[config.mk]
export PLATFORM = sky130hd
export DESIGN_NAME = isa_dma_sequencer
export DESIGN_NICKNAME = d
export VERILOG_FILES = /design/src/rtl/isa_dma_pkg.sv /design/src/rtl/isa_dma_rr_arbiter.sv /design/src/rtl/isa_dma_sequencer.sv
export SDC_FILE = /design/constraint.sdc
export NUM_CORES = 1
export LEC_CHECK = 0
export ABC_AREA = 1
export CAP_MARGIN = 20
export CORE_MARGIN = 2
export CORE_UTILIZATION = 50
export CTS_CLUSTER_DIAMETER = 200
export DETAILED_ROUTE_END_ITERATION = 10
export MAX_ROUTING_LAYER = met4
export PLACE_DENSITY = 0.76
export SLEW_MARGIN = 20
export SYNTH_ARGS = -nofsm -noshare
export SYNTH_HDL_FRONTEND = slang
export SYNTH_SLANG_ARGS = --single-unit
[constraint.sdc]
create_clock -name clk -period 2.75 [get_ports clk]
set_input_delay 0.4125 -clock clk [delete_from_list [all_inputs] [get_ports clk]]
set_output_delay 0.4125 -clock clk [all_outputs]
set_load 0.05 [all_outputs]
[src/rtl/isa_dma_pkg.sv]
// Shared types and constants for the ISA DMA sequencer: FSM states, config
// register addresses and mode-register field offsets.
package isa_dma_pkg;

    typedef enum logic [2:0] {
        IDLE,
        ARB,
        FETCH,
        SETUP,
        STROBE,
        HOLD,
        POST,
        DONE
    } dma_state_e;

    localparam logic [2:0] CFG_CNT0 = 3'd0;
    localparam logic [2:0] CFG_CNT1 = 3'd1;
    localparam logic [2:0] CFG_CNT2 = 3'd2;
    localparam logic [2:0] CFG_CNT3 = 3'd3;
    localparam logic [2:0] CFG_MODE = 3'd4;
    localparam logic [2:0] CFG_STAT = 3'd5;

    localparam int MODE_EN_OFS   = 0;
    localparam int MODE_DIR_OFS  = 4;
    localparam int MODE_AUTO_OFS = 8;
    localparam int MODE_W        = 12;

    localparam int TMR_W = 8;

endpackage

[src/rtl/isa_dma_rr_arbiter.sv]
// Combinational rotating-priority picker: first eligible channel at or after
// the pointer, wrapping at the last channel.
module isa_dma_rr_arbiter #(
    parameter int NUM_CH = 4,
    parameter int CH_W   = 2
) (
    input  logic [NUM_CH-1:0] elig,
    input  logic [CH_W-1:0]   ptr,
    output logic [CH_W-1:0]   grant,
    output logic              valid
);

    logic [CH_W-1:0] idx;

    always_comb begin
        grant = ptr;
        valid = 1'b0;
        idx   = '0;
        // Scan farthest-first so the channel closest to ptr is the one that sticks.
        for (int i = NUM_CH - 1; i >= 0; i--) begin
            idx = CH_W'((int'(ptr) + i) % NUM_CH);
            if (elig[idx]) begin
                valid = 1'b1;
                grant = idx;
            end
        end
    end

endmodule

[src/rtl/isa_dma_sequencer.sv]
// Single-transfer ISA DMA sequencer: arbitrates DRQs, borrows the ISA bus from
// the CPU-cycle machine and runs one timed DACK/AEN/strobe cycle per grant.
module isa_dma_sequencer
    import isa_dma_pkg::*;
#(
    parameter int NUM_CH   = 4,
    parameter int CNT_W    = 16,
    parameter int T_SETUP  = 2,
    parameter int T_STROBE = 6,
    parameter int T_HOLD   = 1
) (
    input  logic              clk,
    input  logic              reset,
    input  logic [NUM_CH-1:0] drq,
    input  logic              bus_idle,
    output logic              bus_hold,
    output logic [NUM_CH-1:0] dack_n,
    output logic              aen,
    output logic              ior_n,
    output logic              iow_n,
    output logic              dma_drive,
    output logic              dma_latch,
    output logic              dma_req,
    output logic              dma_dir,
    output logic [1:0]        dma_ch,
    input  logic              dma_ack,
    input  logic              cfg_wr,
    input  logic [2:0]        cfg_addr,
    input  logic [15:0]       cfg_wdata,
    output logic [15:0]       cfg_rdata,
    output logic [NUM_CH-1:0] tc
);

    localparam int CH_W = 2;

    dma_state_e                     state_q, state_d;
    logic [TMR_W-1:0]               tmr_q, tmr_d;
    logic [CH_W-1:0]                ch_q, ch_d, ptr_q, ptr_d;
    logic                           dir_q, dir_d;
    logic [NUM_CH-1:0]              meta_q, sync_q;
    logic [NUM_CH-1:0][CNT_W-1:0]   cur_q, cur_d, base_q, base_d;
    logic [MODE_W-1:0]              mode_q, mode_d;
    logic [NUM_CH-1:0]              tc_q, tc_d, tc_set, tc_clr, en_clr;
    logic [NUM_CH-1:0]              en_vec, dir_vec, auto_vec, elig;
    logic [CH_W-1:0]                grant;
    logic                           grant_valid, busy, in_cycle;

    assign en_vec   = mode_q[MODE_EN_OFS   +: NUM_CH];
    assign dir_vec  = mode_q[MODE_DIR_OFS  +: NUM_CH];
    assign auto_vec = mode_q[MODE_AUTO_OFS +: NUM_CH];
    assign elig     = sync_q & en_vec;

    isa_dma_rr_arbiter #(.NUM_CH(NUM_CH), .CH_W(CH_W)) u_arb (
        .elig  (elig),
        .ptr   (ptr_q),
        .grant (grant),
        .valid (grant_valid)
    );

    always_comb begin
        state_d = state_q;
        tmr_d   = tmr_q;
        ch_d    = ch_q;
        dir_d   = dir_q;
        ptr_d   = ptr_q;
        cur_d   = cur_q;
        base_d  = base_q;
        mode_d  = mode_q;
        tc_set  = '0;
        tc_clr  = '0;
        en_clr  = '0;
        case (state_q)
            IDLE: if (|elig && bus_idle) state_d = ARB;
            ARB: begin
                if (!bus_idle || !grant_valid) begin
                    state_d = IDLE;
                end else begin
                    ch_d    = grant;
                    dir_d   = dir_vec[grant];
                    tmr_d   = '0;
                    state_d = dir_vec[grant] ? FETCH : SETUP;
                end
            end
            FETCH: if (dma_ack) begin
                tmr_d   = '0;
                state_d = SETUP;
            end
            SETUP: begin
                tmr_d = tmr_q + TMR_W'(1);
                if (tmr_q == TMR_W'(T_SETUP - 1)) begin
                    tmr_d   = '0;
                    state_d = STROBE;
                end
            end
            STROBE: begin
                tmr_d = tmr_q + TMR_W'(1);
                if (tmr_q == TMR_W'(T_STROBE - 1)) begin
                    tmr_d   = '0;
                    state_d = HOLD;
                end
            end
            HOLD: begin
                tmr_d = tmr_q + TMR_W'(1);
                if (tmr_q == TMR_W'(T_HOLD - 1)) begin
                    tmr_d   = '0;
                    state_d = dir_q ? DONE : POST;
                end
            end
            POST: if (dma_ack) state_d = DONE;
            DONE: begin
                if (cur_q[ch_q] == '0) begin
                    tc_set[ch_q] = 1'b1;
                    if (auto_vec[ch_q]) cur_d[ch_q] = base_q[ch_q];
                    else                en_clr[ch_q] = 1'b1;
                end else begin
                    cur_d[ch_q] = cur_q[ch_q] - CNT_W'(1);
                end
                ptr_d   = (int'(ch_q) == NUM_CH - 1) ? '0 : ch_q + CH_W'(1);
                state_d = IDLE;
            end
            default: state_d = IDLE;
        endcase

        mode_d[MODE_EN_OFS +: NUM_CH] = en_vec & ~en_clr;

        // Config writes are applied last so they override a same-cycle DONE update.
        if (cfg_wr) begin
            if (int'(cfg_addr) < NUM_CH) begin
                base_d[cfg_addr[CH_W-1:0]] = CNT_W'(cfg_wdata);
                cur_d[cfg_addr[CH_W-1:0]]  = CNT_W'(cfg_wdata);
            end else if (cfg_addr == CFG_MODE) begin
                mode_d = cfg_wdata[MODE_W-1:0];
            end else if (cfg_addr == CFG_STAT) begin
                tc_clr = cfg_wdata[NUM_CH-1:0];
            end
        end
        tc_d = (tc_q & ~tc_clr) | tc_set;
    end

    always_ff @(posedge clk or negedge reset) begin
        if (!reset) begin
            state_q <= IDLE;
            tmr_q   <= '0;
            ch_q    <= '0;
            dir_q   <= 1'b0;
            ptr_q   <= '0;
            meta_q  <= '0;
            sync_q  <= '0;
            cur_q   <= '0;
            base_q  <= '0;
            mode_q  <= '0;
            tc_q    <= '0;
        end else begin
            state_q <= state_d;
            tmr_q   <= tmr_d;
            ch_q    <= ch_d;
            dir_q   <= dir_d;
            ptr_q   <= ptr_d;
            meta_q  <= drq;
            sync_q  <= meta_q;
            cur_q   <= cur_d;
            base_q  <= base_d;
            mode_q  <= mode_d;
            tc_q    <= tc_d;
        end
    end

    // Bus outputs decode straight from registered state, so an async reset
    // returns them to idle levels without waiting for a clock.
    always_comb begin
        busy      = (state_q != IDLE);
        in_cycle  = (state_q == SETUP) || (state_q == STROBE) || (state_q == HOLD);
        bus_hold  = busy;
        aen       = in_cycle;
        dack_n    = '1;
        if (in_cycle) dack_n[ch_q] = 1'b0;
        ior_n     = !((state_q == STROBE) && !dir_q);
        iow_n     = !((state_q == STROBE) && dir_q);
        dma_drive = in_cycle && dir_q;
        dma_latch = (state_q == STROBE) && !dir_q && (tmr_q == TMR_W'(T_STROBE - 1));
        dma_req   = (state_q == FETCH) || (state_q == POST);
        dma_dir   = dir_q;
        dma_ch    = ch_q;
        tc        = tc_q;
    end

    always_comb begin
        cfg_rdata = '0;
        if (int'(cfg_addr) < NUM_CH)  cfg_rdata = 16'(cur_q[cfg_addr[CH_W-1:0]]);
        else if (cfg_addr == CFG_MODE) cfg_rdata = 16'(mode_q);
        else if (cfg_addr == CFG_STAT) cfg_rdata = 16'({busy, ch_q, tc_q});
    end

endmodule

; After elaboration in Yosys (flattened, before gate mapping)
; Cells that the tools add are included.
[totals]
register_bits = 168
in_bits = 28
out_inout_bits = 34
elab_cells = 163
[classes]
n_addsub = 6
order_cmp = 10
eq_ne = 19
muxes = 74
bitwise_logic = 9
n_reduce_logical = 27
[op_table]
columns = op, count
row1 = two-way mux 64 bit, 5
row2 = bitwise mux 64 bit, 4
row3 = binary-select mux 16 bit (select 2 bit), 3
row4 = two-way mux 16 bit, 6
row5 = demux 16 bit (select 2 bit), 2
row6 = two-way mux 4 bit, 13
row7 = two-way mux 8 bit, 5
row8 = one-hot mux 8 bit (5 select lines), 1
row9 = one-hot mux 3 bit (8 select lines), 1
row10 = less-than comparator 2 x 3 -> 1 bit (second input constant), 7
row11 = equality test 3 bit (second input constant), 6
row12 = two-way mux 3 bit, 6
row13 = logical NOT 16 bit, 1
row14 = subtractor 16 x 1 -> 16 bit (second input constant), 1
row15 = two-way mux 1 bit, 13
row16 = AND 4 bit, 3
row17 = binary-select mux 1 bit (select 2 bit), 6
row18 = two-way mux 12 bit, 1
row19 = two-way mux 2 bit, 6
row20 = != test 2 bit (second input constant), 6
row21 = NOT 4 bit, 3
row22 = adder 8 x 1 -> 8 bit (second input constant), 1
row23 = equality test 8 x 1 -> 1 bit (second input constant), 1
row24 = equality test 8 x 3 -> 1 bit (second input constant), 1
row25 = 23 further kinds, 43

; Longest topological paths before layout
; Gate-level depths: netlist of the first run.
[depth]
ltp_word = 12
depth_mapped = 19
mapped_depth_nobuf = 15

; Cells and area by module
; Synthesis of the first run repeated with hierarchy kept, for this count alone.
[hier_totals]
cells_unflattened = 1854
area_unflattened_um2 = 11685.0
[by_module_without_submodules]
columns = mod, instances, cells_per_inst, area_per_inst_um2, seq_area_each_um2
row1 = isa_dma_sequencer, 1, 1801, 11451.0, 4204.0
row2 = isa_dma_rr_arbiter, 1, 53, 234.0, 0.0

; Worst setup path after synthesis of the first run
; No wires, ideal clock.
[synth_timing]
path_type = input -> output
from = input cfg_addr[0]
to = output cfg_rdata[10]
arrival_ns = 2.299
t_required_ns = 2.338
slack_ns = 0.038
stages = 5
path_buffers = 0
cell_sequence = nor2_2 inv_1 nor2_1 inv_1 o21ai_0
[synth_via]
elab_chain_cells = 3
word_cells_on_any_way = 6
classes_between = order compare: 1 / eq/ne: 1 / mux: 4
[synth_rtl]
columns = element, line_no
row1 = start: declaration, isa_dma_sequencer.sv:28  ; input logic [2:0] cfg_addr,
row2 = binary-select mux 16 bit (select 2 bit) / equality test 3 bit (equally long branches), "isa_dma_sequencer.sv:189, isa_dma_sequencer.sv:190"
row3 = two-way mux 16 bit (implied by the code) / two-way mux 12 bit (equally long branches), "isa_dma_sequencer.sv:189, isa_dma_sequencer.sv:190"
row4 = two-way mux 16 bit (*), isa_dma_sequencer.sv:189  ; if (int'(cfg_addr) < NUM_CH) cfg_rdata = 16'(cur_q[cfg_addr[CH_W-1:0]]);
row5 = end: declaration, isa_dma_sequencer.sv:30  ; output logic [15:0] cfg_rdata,
; Every way passes the cells marked *; elsewhere a longest branch is shown, timed or not. The select of a mux whose other input is x is not followed.

; Worst setup path after layout of the first run
[layout_timing]
from = input cfg_addr[0]
to = output cfg_rdata[0]
[layout_via]
elab_chain_cells = 4
word_cells_on_any_way = 8
classes_between = order compare: 1 / eq/ne: 2 / mux: 5
[layout_rtl]
columns = element, line_no
row1 = equality test 3 bit, isa_dma_sequencer.sv:191  ; else if (cfg_addr == CFG_STAT) cfg_rdata = 16'({busy, ch_q, tc_q});
row2 = two-way mux 7 bit, isa_dma_sequencer.sv:191
row3 = two-way mux 12 bit, isa_dma_sequencer.sv:190  ; else if (cfg_addr == CFG_MODE) cfg_rdata = 16'(mode_q);
row4 = two-way mux 16 bit (*), isa_dma_sequencer.sv:189
; Marked as above.

==> metrics.log, run 1 <==
[metrics] run status: finished clean
[metrics] gpl congestion: 1.000
[metrics] CP Launch Point: cfg_addr[0]
[metrics] Place WS: -39.67 ps
[metrics] clock skew: 17.41 ps
[metrics] Area Growth Syn to Fin: 17.40%
[metrics] clock-pin slew reported for the worst setup and hold paths after clock tree synthesis: 80 ps
[metrics] Core Box Area: 22570 um2
[metrics] startpoint type of the worst setup path: primary input
[metrics] estimated wirelength of the detail-placed design: 28860 um
[metrics] overall die area: 24180 um2
[metrics] clock tree sinks: 168
[metrics] most frequent standard cell in the layout excluding fill and tap cells: sky130_fd_sc_hd__nand2_1
[metrics] Non-Filler Cell Area, Final: 13480 um2
[metrics] I/O Pins: 62
[metrics] number of antenna violations at the first check in global routing: 0
[metrics] worst hold-check path type: flip-flop to flip-flop
[metrics] Port Buffers: 61
[metrics] minimum setup slack in the final design: 34.33 ps
[metrics] clock network latency to the later pin of the worst-skew pair: 450 ps
[metrics] detailed-route DRC error count: 0
[metrics] final hold violation count: 0
[metrics] reg2reg setup slack: 170 ps
[metrics] cell at the root of the clock tree: sky130_fd_sc_hd__clkbuf_16
[metrics] total placed instance area: 12840 um2
[metrics] Largest stage delay, worst path: 600 ps
[metrics] Pwr Density: 1190 nW/um2
[metrics] data arrival at the endpoint of the critical path: 2300 ps
[metrics] deepest clock path buffer count: 2
[metrics] number of enable flip-flop cells after synthesis: 0
[metrics] remaining max-slew budget at the tightest pin: 0.4951
[metrics] utilization of the core after routing: 0.5970
[metrics] number of levels the H-tree was split into: 4
[metrics] number of different library cells in the post-synthesis netlist: 40
[metrics] Syn Inst Count: 1730
[metrics] total routing resource utilization after global routing: 0.3691
[metrics] total of flip-flops plus latches after synthesis: 168
[metrics] fraction of synthesis flops using an asynchronous set or reset pin: 1.000
[metrics] maximum VDD drop: 0.4817 mV
[metrics] top library cells by usage in the layout, fill and taps aside: sky130_fd_sc_hd__nand2_1, sky130_fd_sc_hd__nor2_1, sky130_fd_sc_hd__a21oi_1
[metrics] final net count: 1821
[metrics] Critical Path Slowest Stage Cell: sky130_fd_sc_hd__clkdlybuf4s50_1
[metrics] number of nets with antenna violations after detailed routing: 0
[metrics] number of global-route vias before repair: 11838
[metrics] setup bufs post-CTS: 0
[metrics] required time at the endpoint of the critical path: 2340 ps
[metrics] hold slack: 354.9 ps
[metrics] DR WL/cell: 20.40 um
[metrics] list of cells traversed by the critical path: clkdlybuf4s50_1, nand2_1, inv_1, buf_4, a221oi_1, a21oi_1, buf_12
[metrics] count of endpoints failing setup in the final report: 0
[metrics] first drt pass iteration count: 8
[metrics] count of final max-slew check failures: 0
[metrics] TritonCTS clock tree: built
[metrics] overflow left after global routing: 0
[metrics] Post-Route WL: 42470 um
[metrics] beginning of the worst register-to-register path: dma_ch[1]
[metrics] Synth warnings: 0
[metrics] number of clock buffers inserted by TritonCTS: 17
[metrics] Avg Inst Size Synth: 6.635 um2
[metrics] Post-Synthesis Net Count: 1767
[metrics] cell row count: 55
[metrics] fraction of final layout cells sized beyond drive strength 1: 0.1063
[metrics] destination of the critical timing path: cfg_rdata[0]
[metrics] x dimension of the die: 155.5 um
[metrics] Max Clk Rate: 368.2 MHz
[metrics] FF-to-FF End: cur_q[60]
[metrics] crit path time final: 2716 ps
[metrics] Maximum Capacitance Violations: 0
[metrics] DR iter-0 viols: 1679
[metrics] count of antenna diodes in the layout: 0
[metrics] sequential share of the synthesized area: 0.3663
[metrics] Max FO, Critical Path: 8
[metrics] flip-flop cell with the highest count after synthesis: sky130_fd_sc_hd__dfrtp_1
[metrics] routed vias: 12695
[metrics] starting density of the core: 0.5085
[metrics] pin slew with the least headroom to its limit: 757.4 ps
[metrics] maximum number of pins on one net before global-route repair: 69
[metrics] Chip Height: 155.5 um
[metrics] Worst R2R Path Depth: 12
[metrics] global-route wire length before repair: 66630 um
[metrics] detail-routed via count per cell: 6.098
[metrics] Static Leak: 0.006558 uW
[metrics] setup repair after global routing missed its margin: false
[metrics] Final Cycle Share: 0.9875
[metrics] classification of the worst setup path: primary input to output port
[metrics] critical path endpoint category: output port
[metrics] summed instance area of the synthesized netlist: 11480 um2
cells in the mapped netlist (3+ instances only):
cell | instances | area share
sky130_fd_sc_hd__inv_2 | 8 | 0.0026
sky130_fd_sc_hd__nand4_1 | 10 | 0.0055
sky130_fd_sc_hd__dfrtp_1 | 168 | 0.37
sky130_fd_sc_hd__a31oi_1 | 4 | 0.0022
sky130_fd_sc_hd__buf_6 | 16 | 0.016
sky130_fd_sc_hd__clkbuf_1 | 53 | 0.017
sky130_fd_sc_hd__buf_4 | 4 | 0.0026
sky130_fd_sc_hd__nor2_2 | 9 | 0.0049
sky130_fd_sc_hd__a21oi_1 | 237 | 0.10
sky130_fd_sc_hd__inv_4 | 3 | 0.0016
sky130_fd_sc_hd__ha_1 | 9 | 0.0098
sky130_fd_sc_hd__a221oi_1 | 15 | 0.011
sky130_fd_sc_hd__o21ai_0 | 175 | 0.076
sky130_fd_sc_hd__buf_1 | 3 | 0.00098
sky130_fd_sc_hd__nand2_1 | 357 | 0.12
sky130_fd_sc_hd__xor2_1 | 3 | 0.0023
sky130_fd_sc_hd__nand2_2 | 15 | 0.0082
sky130_fd_sc_hd__nand3_2 | 12 | 0.010
sky130_fd_sc_hd__nor3_1 | 6 | 0.0026
sky130_fd_sc_hd__o22ai_1 | 28 | 0.015
sky130_fd_sc_hd__o21ai_1 | 11 | 0.0048
sky130_fd_sc_hd__o21ai_2 | 3 | 0.0023
sky130_fd_sc_hd__buf_2 | 25 | 0.011
sky130_fd_sc_hd__nor2_1 | 245 | 0.080
sky130_fd_sc_hd__o221ai_1 | 3 | 0.0023
sky130_fd_sc_hd__o211ai_1 | 12 | 0.0078
sky130_fd_sc_hd__inv_1 | 168 | 0.055
sky130_fd_sc_hd__nand3_1 | 110 | 0.048
sky130_fd_sc_hd__xnor2_1 | 3 | 0.0023
layer usage:
metal / share of wire / track usage / up-vias
met1: 0.40 / 0.4809 / 5889
met3: 0.11 / 0.08329 / 177
met2: 0.44 / 0.5455 / 812
li1: - / - / 5817
met5: 0 / - / -
met4: 0.056 / 0.1791 / 0
logic make-up (layout without fill, tap and decap cells):
| family | after synthesis | after routing | share of synthesized area |
|---|---|---|---|
| multiplexers | 1 | 1 | 0.0009810 |
| flip-flops | 168 | 168 | 0.3663 |
| buffers and inverters | 281 | 348 | 0.1070 |
| adder cells (fa/ha/maj) | 9 | 9 | 0.009811 |
| AND/OR/NAND/NOR | 772 | 772 | 0.2823 |
| AO/OA/AOI/OAI | 493 | 493 | 0.2290 |
| XOR/XNOR | 6 | 6 | 0.004579 |
sequential cells by signal, summed over array words and instances (netlist names):
register,cells
dma_dir,1
tmr_q,8
ptr_q,2
meta_q,4
base_q,64
mode_q,12
sync_q,4
state_q,3
dma_ch,2
tc,4
cur_q,64
cell type report:
type	instances	area (um2)
Timing Repair Buffer	136	1562
Sequential cell	168	4205
Fill cell	2139	9096
Multi-Input combinational cell	1281	6077
Tap cell	285	356.6
Clock inverter	14	150.1
Clock buffer	18	439.2
Inverter	180	685.7
power by group:
group	switching (uW)	internal (uW)	total (uW)
logic	6380	3140	9520
registers	803	3250	4060
clock network	1220	1240	2470
total	8400	7640	16000
worst min-delay path by stage:
stage               startpoint   endpoint  slack (ps)  cells after the start
floorplan                reset  base_q[0]         120                      0
global placement     meta_q[3]  sync_q[3]         340                      0
detailed placement   meta_q[0]  sync_q[0]         340                      0
CTS                  meta_q[2]  sync_q[2]         360                      0
global route         meta_q[2]  sync_q[2]         360                      0
finish               meta_q[0]  sync_q[0]         350                      0
what timing repair did:
action,CTS,global route
setup endpoints to repair,1,22
endpoints found under the hold margin,33,0
gates resized for setup,1,11
hold buffers,1,0
through the flow:
stage	power (uW)	std cells	setup TNS, ps
floorplan	10220	1730	0
global placement	13120	2049	-18.70
detailed placement	13240	2049	-39.67
CTS	15770	2082	0
global route	17190	2082	0
finish	16040	2082	0
critical path: cells and delay by family:
| family | cells | cell delay (ps) |
|---|---|---|
| AND/OR/NAND/NOR | 1 | 110 |
| AO/OA/AOI/OAI | 2 | 440 |
| buffers and inverters | 4 | 1340 |
Power figures use the tool's default switching activity.
==> run 2, diff against run 1 <==
Settings changed: CORE_UTILIZATION 50 to 30, PLACE_DENSITY 0.76 to 0.54.
==> run 2 against run 1 <==
Effect of this change: critical path depth stayed put; first-iteration DRC count is 13% lower; worst hold slack worse by 4.6 ps.
==> metrics.log, run 2 (synthesis gave the netlist of run 1 again) <==
[metrics] cell row count: 71 (+29%)
[metrics] Core Box Area: 37670 um2 (+67%)
[metrics] Area Growth Syn to Fin: 19.76%
[metrics] count of endpoints failing setup in the final report: 0 (unchanged)
[metrics] Worst R2R Path Depth: 13 (+1)
[metrics] maximum number of pins on one net before global-route repair: 69 (unchanged)
[metrics] clock tree sinks: 168 (unchanged)
[metrics] final net count: 1829 (+0.44%)
[metrics] routed vias: 12419 (-2.2%)
[metrics] FF-to-FF End: cur_q[38]
[metrics] reg2reg setup slack: 100 ps (-70 ps)
[metrics] CP Launch Point: cfg_addr[0]
[metrics] cell at the root of the clock tree: sky130_fd_sc_hd__clkbuf_16
[metrics] worst hold-check path type: flip-flop to flip-flop
[metrics] Pwr Density: 1166 nW/um2 (-2.0%)
[metrics] global-route wire length before repair: 70100 um (+5.2%)
[metrics] estimated wirelength of the detail-placed design: 31430 um (+8.9%)
[metrics] setup repair after global routing missed its margin: true
[metrics] DR iter-0 viols: 1463 (-13%)
[metrics] hold slack: 350.3 ps (-4.610 ps)
[metrics] required time at the endpoint of the critical path: 2340 ps (about the same)
[metrics] Max Clk Rate: 371.8 MHz (+0.96%)
[metrics] top library cells by usage in the layout, fill and taps aside: sky130_fd_sc_hd__nand2_1, sky130_fd_sc_hd__nor2_1, sky130_fd_sc_hd__a21oi_1
[metrics] clock-pin slew reported for the worst setup and hold paths after clock tree synthesis: 70 ps (about the same)
[metrics] TritonCTS clock tree: built
[metrics] crit path time final: 2690 ps (-25.75 ps)
[metrics] maximum VDD drop: 0.7099 mV (+47%)
[metrics] data arrival at the endpoint of the critical path: 2280 ps (-20 ps)
[metrics] beginning of the worst register-to-register path: dma_ch[1]
[metrics] startpoint type of the worst setup path: primary input
[metrics] most frequent standard cell in the layout excluding fill and tap cells: sky130_fd_sc_hd__nand2_1
[metrics] registers with the most flip-flops: base_q (64), cur_q (64), mode_q (12)
[metrics] clock skew: 13.72 ps (-3.686 ps)
[metrics] final hold violation count: 0 (unchanged)
[metrics] Static Leak: 0.006527 uW (-0.48%)
[metrics] overall die area: 39840 um2 (+65%)
[metrics] run status: finished clean
[metrics] number of antenna violations at the first check in global routing: 0 (unchanged)
[metrics] detailed-route DRC error count: 0 (unchanged)
[metrics] x dimension of the die: 199.6 um (+28%)
[metrics] detail-routed via count per cell: 5.362 (-12%)
[metrics] fraction of final layout cells sized beyond drive strength 1: 0.1119 (+0.005623)
[metrics] total routing resource utilization after global routing: 0.2398 (-0.1294)
[metrics] pin slew with the least headroom to its limit: 798.2 ps (+40.87 ps)
[metrics] overflow left after global routing: 0 (unchanged)
[metrics] hold-critical path depth: 0 (unchanged)
[metrics] critical path endpoint category: output port
[metrics] # placed instances: 2281 (+11%)
[metrics] number of global-route vias before repair: 11529 (-2.6%)
[metrics] starting density of the core: 0.3047 (-0.2038)
[metrics] number of clock buffers inserted by TritonCTS: 17 (unchanged)
[metrics] first drt pass iteration count: 6 (-2)
[metrics] Chip Height: 199.6 um (+28%)
[metrics] number of standard cells in the final layout excluding fillers: 2316 (+11%)
[metrics] I/O Pins: 62 (unchanged)
[metrics] total power: 16030 uW (about the same)
[metrics] Max FO, Critical Path: 11 (+3)
[metrics] number of nets with antenna violations after detailed routing: 0 (unchanged)
[metrics] remaining max-slew budget at the tightest pin: 0.4678 (-0.02725)
[metrics] Maximum Capacitance Violations: 0 (unchanged)
[metrics] deepest clock path buffer count: 2 (unchanged)
[metrics] Final Cycle Share: 0.9782 (-0.009365)
[metrics] classification of the worst setup path: primary input to output port
[metrics] destination of the critical timing path: cfg_rdata[15]
[metrics] count of final max-slew check failures: 0 (unchanged)
[metrics] utilization of the core after routing: 0.3650 (-0.2320)
[metrics] gpl congestion: 0.9542 (-4.6%)
[metrics] DR WL/cell: 19.83 um (-2.8%)
[metrics] clock network latency to the later pin of the worst-skew pair: 450 ps (about the same)
[metrics] count of antenna diodes in the layout: 0 (unchanged)
[metrics] number of levels the H-tree was split into: 4 (unchanged)
[metrics] Post-Route WL: 45920 um (+8.1%)
[metrics] Port Buffers: 61 (unchanged)
run 2: worst max-delay path: stages:
cell	delay, ps
sky130_fd_sc_hd__clkdlybuf4s50_1	500
sky130_fd_sc_hd__nand2_1	180
sky130_fd_sc_hd__clkinvlp_4	280
sky130_fd_sc_hd__a221oi_1	450
sky130_fd_sc_hd__nor2_1	150
sky130_fd_sc_hd__buf_4	170
sky130_fd_sc_hd__buf_12	140
run 2: where the power goes:
group	leakage (uW)	switching, uW	internal, uW
combinational	0.00433	6430	3160
clock	0.000261	1130	1260
sequential	0.00193	784	3260
total	0.00653	8340	7690
run 2: area by class of cell:
cell class	count	area, um2
Clock buffer	21	480.5
Clock inverter	11	88.84
Fill cell	4102	23920
Inverter	180	686.9
Multi-Input combinational cell	1281	6080
Sequential cell	168	4209
Tap cell	511	639.4
Timing Repair Buffer	144	1563
run 2: how the worst min path moves through the flow:
stage | start | endpoint
final | meta_q[1] | sync_q[1]
after global routing | meta_q[2] | sync_q[2]
after CTS | meta_q[1] | sync_q[1]
after detailed placement | meta_q[1] | sync_q[1]
after global placement | meta_q[1] | sync_q[1]
after floorplan | reset | base_q[0]
run 2: layer usage:
metal	global-route usage	wire length [um]
met2	0.3673	20790
met3	0.02920	3440
met5	-	0
met1	0.3289	20180
met4	0.07764	1508
run 2: metrics by stage:
| step | area [um2] | setup slack [ps] | setup TNS [ps] |
|---|---|---|---|
| after floorplan | 11480 | 38.05 | 0 |
| after global placement | 13120 | -3.891 | -3.891 |
| after detailed placement | 13120 | 10.00 | 0 |
| after CTS | 13720 | 5.254 | 0 |
| after global routing | 13750 | -36.09 | -85.69 |
| final | 13750 | 60.09 | 0 |
run 2: timing repair:
item                                    4_1_cts  5_1_grt
resized for setup                             2        7
endpoints found under the setup margin        2       10
buffers inserted                              2        0
hold endpoints to repair                     12        0
hold buffers                                  1        0
